`src/rtl/i2c_pad_mux.sv`:
```
`default_nettype none
// ============================================================================
// Module      : i2c_pad_mux
// Description : Four-channel I2C pad fan-out with a bus-idle-deferred channel
//               select, weak SDA pull-ups and a synchronized SDA read-back.
// Revision    : 1.0 - initial release
// ============================================================================
module i2c_pad_mux #(
    parameter bit OPEN_DRAIN  = 1'b0,
    parameter int SYNC_STAGES = 2
) (
    input  logic       CLK,
    input  logic       RES,
    input  logic [1:0] sel_req,
    input  logic       sel_load,
    input  logic       bus_busy,
    input  logic       scl_m,
    input  logic       sda_o,
    input  logic       sda_oe,
    output logic       sda_i,
    output logic [3:0] scl_pad,
    inout  wire  [3:0] sda_pad,
    output logic [1:0] active_sel,
    output logic       sel_pending
);

    localparam int c_CHANNELS = 4;

    logic [1:0] r_active_sel;
    logic [1:0] r_stored_sel;
    logic       r_sel_pending;
    logic       w_pad_level;

    // A load during a transaction is parked until the bus goes idle; a load
    // while idle (including the cycle busy falls) is applied immediately.
    always_ff @(posedge CLK) begin
        if (RES) begin
            r_active_sel  <= 2'd0;
            r_stored_sel  <= 2'd0;
            r_sel_pending <= 1'b0;
        end else if (sel_load) begin
            if (bus_busy) begin
                r_stored_sel  <= sel_req;
                r_sel_pending <= 1'b1;
            end else begin
                r_active_sel  <= sel_req;
                r_sel_pending <= 1'b0;
            end
        end else if (r_sel_pending && !bus_busy) begin
            r_active_sel  <= r_stored_sel;
            r_sel_pending <= 1'b0;
        end
    end

    assign active_sel  = r_active_sel;
    assign sel_pending = r_sel_pending;

    for (genvar g = 0; g < c_CHANNELS; g++) begin : g_chan
        logic w_is_active;
        logic w_drive_en;
        logic w_drive_val;

        assign w_is_active = (r_active_sel == 2'(g));
        assign scl_pad[g]  = w_is_active & scl_m;

        if (OPEN_DRAIN) begin : g_open_drain
            assign w_drive_en  = w_is_active & sda_oe & ~sda_o;
            assign w_drive_val = 1'b0;
        end else begin : g_push_pull
            assign w_drive_en  = w_is_active & sda_oe;
            assign w_drive_val = sda_o;
        end

        assign sda_pad[g] = w_drive_en ? w_drive_val : 1'bz;
        pullup u_sda_pullup (sda_pad[g]);
    end

    // Resolved pad level, so the master sees its own drive plus any device.
    assign w_pad_level = sda_pad[r_active_sel];

    if (SYNC_STAGES == 0) begin : g_sync_none
        assign sda_i = w_pad_level;
    end else if (SYNC_STAGES == 1) begin : g_sync_one
        logic r_sync;
        always_ff @(posedge CLK) begin
            if (RES) begin
                r_sync <= 1'b1;
            end else begin
                r_sync <= w_pad_level;
            end
        end
        assign sda_i = r_sync;
    end else begin : g_sync_multi
        logic [SYNC_STAGES-1:0] r_sync;
        always_ff @(posedge CLK) begin
            if (RES) begin
                r_sync <= '1;
            end else begin
                r_sync <= {r_sync[SYNC_STAGES-2:0], w_pad_level};
            end
        end
        assign sda_i = r_sync[SYNC_STAGES-1];
    end

endmodule
`default_nettype wire

```
`config.mk`:
```
export PLATFORM = sky130hd
export DESIGN_NAME = i2c_pad_mux
export DESIGN_NICKNAME = d
export VERILOG_FILES = /design/src/rtl/i2c_pad_mux.sv
export SDC_FILE = /design/constraint.sdc
export NUM_CORES = 1
export LEC_CHECK = 0
export BUFFER_PORTS_ARGS = -buffer_cell sky130_fd_sc_hd__buf_2
export CAP_MARGIN = 0
export CORE_AREA = 2 2 39 41
export DETAILED_ROUTE_END_ITERATION = 10
export DIE_AREA = 0 0 41 43
export HOLD_SLACK_MARGIN = 0.12
export PLACE_DENSITY_LB_ADDON = 0.3
export SKIP_CTS_REPAIR_TIMING = 1
export SYNTH_ARGS = -nofsm -noshare
export SYNTH_HDL_FRONTEND = slang
export SYNTH_SLANG_ARGS = --single-unit
```
`constraint.sdc`:
```
create_clock -name CLK -period 1.05 [get_ports CLK]
set_clock_uncertainty 0.05 [all_clocks]
set_input_delay 0.1575 -clock CLK [delete_from_list [all_inputs] [get_ports CLK]]
set_output_delay 0.1575 -clock CLK [all_outputs]
set_load 0.01 [all_outputs]
```
==> run summary, run 1 <==
CTS buffer count: 3
Setup crit end kind: output pin
max-cap violation count: 0
slowest stage delay, CP: 350 ps
initial detailed-routing violation count: 2
Max Clk Rate: 0.897 GHz
Power per Cell Area: 1350 nW/um^2
setup TNS: -169 ps
share of the synthesized area in the top cell type: 0.352
CP delay by family, top: flip-flops
Startpoint Class: register
global route overflow: 0
Final Slew Violations: 0
crit-path max FO: 6
pin count of the biggest net entering global routing: 8
H-tree lvl count: 1
CTS sink cnt: 5
Final Hold Vio Count: 0
clk_lat worst skew: 240 ps
routability congestion estimate: 0.653
Synth area leader: dfxtp_1
CP max stage cell: dfxtp_4
most frequent cells in the layout: buf_2, conb_1, nor2_1, nand2_1
routed vias/inst: 4.02
reg-to-reg critical path startpoint: sel_pending
I/O pins: 21
Ys Warns: 4
vias in the first global route: 201
Post-Place Setup Slack: 133 ps
Routed Antenna Nets: 0
diode count: 0
first-pass GRT wire length: 779 um
Final min period: 1110 ps
antenna violations before repair: 0
Max clock buf depth: 2
CP required: 840 ps
Hold WC Path Type: in2reg
CP Buf/Inv Count: 1
synth top area cells: dfxtp_1, buf_4, mux2i_1
total core area: 1380 um^2
flops & latches, synth: 5
WL per Instance: 7.95 um
mean post-synth cell area: 8.61 um^2
P&R area growth vs syn: 35.2%
Post-layout nets: 59
port bufs: 13
All-Layer GR Usage: 0.0704
DP HPWL: 407 um
fin worst setup slack: -64.3 ps
Cells after Synth: 33
commonest non-fill, non-tap cell in the layout: buf_2
worst path cell trace: and3b_1, buf_2
Residual DRC: 0
outcome: finished with violations
hold path startpoint: sel_req[1]
register area share after synthesis: 0.352
Worst Setup SP: active_sel[1]
VDD IR max: 0.540 mV
layout cells sized above 1: 0.408
failing checks: setup timing
Die Area: 1760 um^2
die height: 43 um
CTS tree: built
WP data arrival: 910 ps
RSZ-0062 raised after global routing: true
routed wire length: 517 um
Initial Utilization: 0.205
row count: 14
Mapped Area: 284 um^2
Yosys cell types: 14
setup violators final: 4
worst setup path category: reg2out
clock root buffer: clkbuf_4
routed vias: 261
TritonRoute pass-1 iters: 2
Die Wd: 41 um
Pleak: 0.192 nW
clock-pin slew on the worst setup and hold paths: 40 ps
period utilization: 1.06
[kinds of logic after synthesis]
kind of cell | after synthesis | share of synthesized area
AND/OR/NAND/NOR | 14 | 0.247
buffers and inverters | 6 | 0.172
AO/OA/AOI/OAI | 5 | 0.145
flip-flops | 5 | 0.352
multiplexers | 2 | 0.0705
other | 1 | 0.0132
[where the power goes]
part,switching (mW),internal [mW]
sequential,0.0110,0.201
combinational,0.0460,0.0420
clock,0.0756,0.143
total,0.133,0.386
[sequential cells by signal (all words and copies together) (netlist names)]
| name | flops |
|---|---|
| r_stored_sel | 2 |
| active_sel | 2 |
| sel_pending | 1 |
[metal layers]
| layer | vias up | wire length [um] | GRT usage |
|---|---|---|---|
| met2 | 13 | 244 | 0.0844 |
| met3 | 0 | 64 | 0.0314 |
| met5 | - | 0 | 0 |
| li1 | 138 | - | - |
| met1 | 110 | 208 | 0.0809 |
| met4 | 0 | 0 | 0.0800 |
[final timing paths]
check,to,slack [ps],cells past startpoint
setup / recovery,scl_pad[1],-60,2
hold / removal,r_stored_sel[1],130,3
setup reg to reg,active_sel[1],170,3
hold reg to reg,r_stored_sel[1],400,2
[metrics by stage]
stage / hold WS (ps) / instance area (um^2) / utilization / power, mW / cells
after detailed placement: 349 / 335 / 0.242 / 0.300 / 60
after CTS: 87.9 / 362 / 0.261 / 0.531 / 64
final: 129 / 384 / 0.278 / 0.519 / 65
after global routing: 142 / 384 / 0.278 / 0.556 / 65
after global placement: 348 / 335 / 0.242 / 0.300 / 60
after floorplan: 177 / 299 / - / 0.282 / 37
[final cells by class]
type / count / area (um^2)
sequential: 5 / 108
timing repair buffer: 14 / 75.1
fill: 167 / 1000
multi-input combinational: 26 / 155
clock buffer: 4 / 26.3
tap: 16 / 20.0
[tightest hold or removal path, delay by kind of cell]
family / cells / cell delay (ps)
compound gates: 1 / 50
buf+inv: 1 / 100
simple gates: 1 / 60
[cell usage after synthesis]
cell type,instances
conb_1,1
a21oi_1,2
buf_6,1
and3b_1,1
nor3b_1,2
and3_1,1
o21ba_4,1
nor2_1,4
nand3_1,2
a211oi_1,2
buf_4,5
nand2_1,4
mux2i_1,2
dfxtp_1,5
Note: power is estimated with default switching activity, not from simulation.
==> run 2, diff against run 1 <==
==> constraint.sdc (replaced) <==
create_clock -name CLK -period 1.05 [get_ports CLK]
set_clock_uncertainty 0.05 [all_clocks]
set_input_delay 0.0525 -clock CLK [delete_from_list [all_inputs] [get_ports CLK]]
set_output_delay 0.0525 -clock CLK [all_outputs]
set_load 0.01 [all_outputs]
==> run summary, run 2 (synthesis results as in run 1) <==
die height: 43 um
routability congestion estimate: 0.654
first-pass GRT wire length: 724 um
Pleak: 0.206 nW
layout cells sized above 1: 0.358
FF-to-FF setup slack: 150 ps
internal power consumption: 397 uW
pin count of the biggest net entering global routing: 8
P&R area growth vs syn: 45.8%
hold path startpoint: sel_load
Power Total: 531 uW
most frequent cells in the layout: buf_2, conb_1, dlygate4sd3_1
NetSw: 134 uW
period utilization: 0.965
global route overflow: 0
crit-path max FO: 6
H-tree lvl count: 1
Routed Antenna Nets: 0
TritonRoute pass-1 iters: 3
WL per Instance: 8.20 um
clk_lat worst skew: 240 ps
Switching Fraction: 0.252
Max Clk Rate: 0.987 GHz
initial detailed-routing violation count: 4
routed vias/inst: 4.06
sequential power share: 0.401
Final Hold Vio Count: 0
CP required: 950 ps
clock root buffer: clkbuf_4
CTS tree: built
Startpoint Class: register
vias in the first global route: 191
diode count: 0
setup violators final: 0
hold slack: 107 ps
VDD IR max: 0.566 mV
Setup crit end kind: output pin
WP data arrival: 910 ps
Logic pwr share: 0.187
Final min period: 1010 ps
CTS buffer count: 3
antenna violations before repair: 0
Clk network pwr share: 0.412
routed vias: 280
max-cap violation count: 0
DP HPWL: 398 um
row count: 14
Power per Cell Area: 1280 nW/um^2
worst setup path category: reg2out
Final Slew Violations: 0
clock-pin slew on the worst setup and hold paths: 40 ps
port bufs: 13
total core area: 1380 um^2
commonest non-fill, non-tap cell in the layout: buf_2
Max clock buf depth: 2
CTS sink cnt: 5
Post-layout nets: 63
routed wire length: 566 um
Hold WC Path Type: in2reg
Die Wd: 41 um
final core utilization: 0.299
I/O pins: 21
RSZ-0062 raised after global routing: true
outcome: completed
Residual DRC: 0
Worst Setup SP: active_sel[1]
Die Area: 1760 um^2
reg-to-reg critical path startpoint: sel_pending
Initial Utilization: 0.205
All-Layer GR Usage: 0.0664
-- run 2: cell count changes in the layout (fill, tap and decap cells not counted) --
| cell | before | now |
|---|---|---|
| dfxtp_2 | 0 | 2 |
| dlygate4sd3_1 | 1 | 5 |
| nor3b_2 | 1 | 0 |
| dfxtp_4 | 2 | 0 |
| nor3b_1 | 1 | 2 |
-- run 2: power by group through the flow --
| stage | sequential (mW) | clock (mW) | combinational, mW |
|---|---|---|---|
| 2_1_floorplan | 0.217 | 0 | 0.0644 |
| 3_3_place_gp | 0.215 | 0 | 0.0846 |
| 3_5_place_dp | 0.216 | 0 | 0.0847 |
| 4_1_cts | 0.212 | 0.231 | 0.0848 |
| 5_1_grt | 0.214 | 0.243 | 0.111 |
| 6_report | 0.213 | 0.219 | 0.0991 |
-- run 2: metrics by stage --
stage                     area [um^2]  instances  setup TNS (ps)  worst slack, ps
after floorplan                   299         37               0              142
after global placement            335         60               0              157
after detailed placement          335         60               0              153
after CTS                         362         64           -22.6            -22.6
after global routing              414         69           -13.0            -6.80
final                             414         69               0             36.5
-- run 2: area by class of cell --
type	count	area, um^2
multi-input cells	26	150
flip-flops and latches	5	103
repair buffers	18	115
well taps	16	20.0
clock buffers	4	26.3
fillers	168	970
-- run 2: path summary, 6_finish.rpt --
check,end,cells past startpoint
max reg2reg,active_sel[1],3
max,scl_pad[0],2
min,r_stored_sel[1],3
min reg2reg,r_stored_sel[1],2
-- run 2: critical path: stages (launching register included) --
cell,delay (ps)
dfxtp_2,330
nor3b_1,180
buf_2,160
-- run 2: layer usage --
metal,track usage,share of wire
met2,0.0781,0.48
met5,0,0
met1,0.0744,0.43
met4,0.0800,0
met3,0.0314,0.099
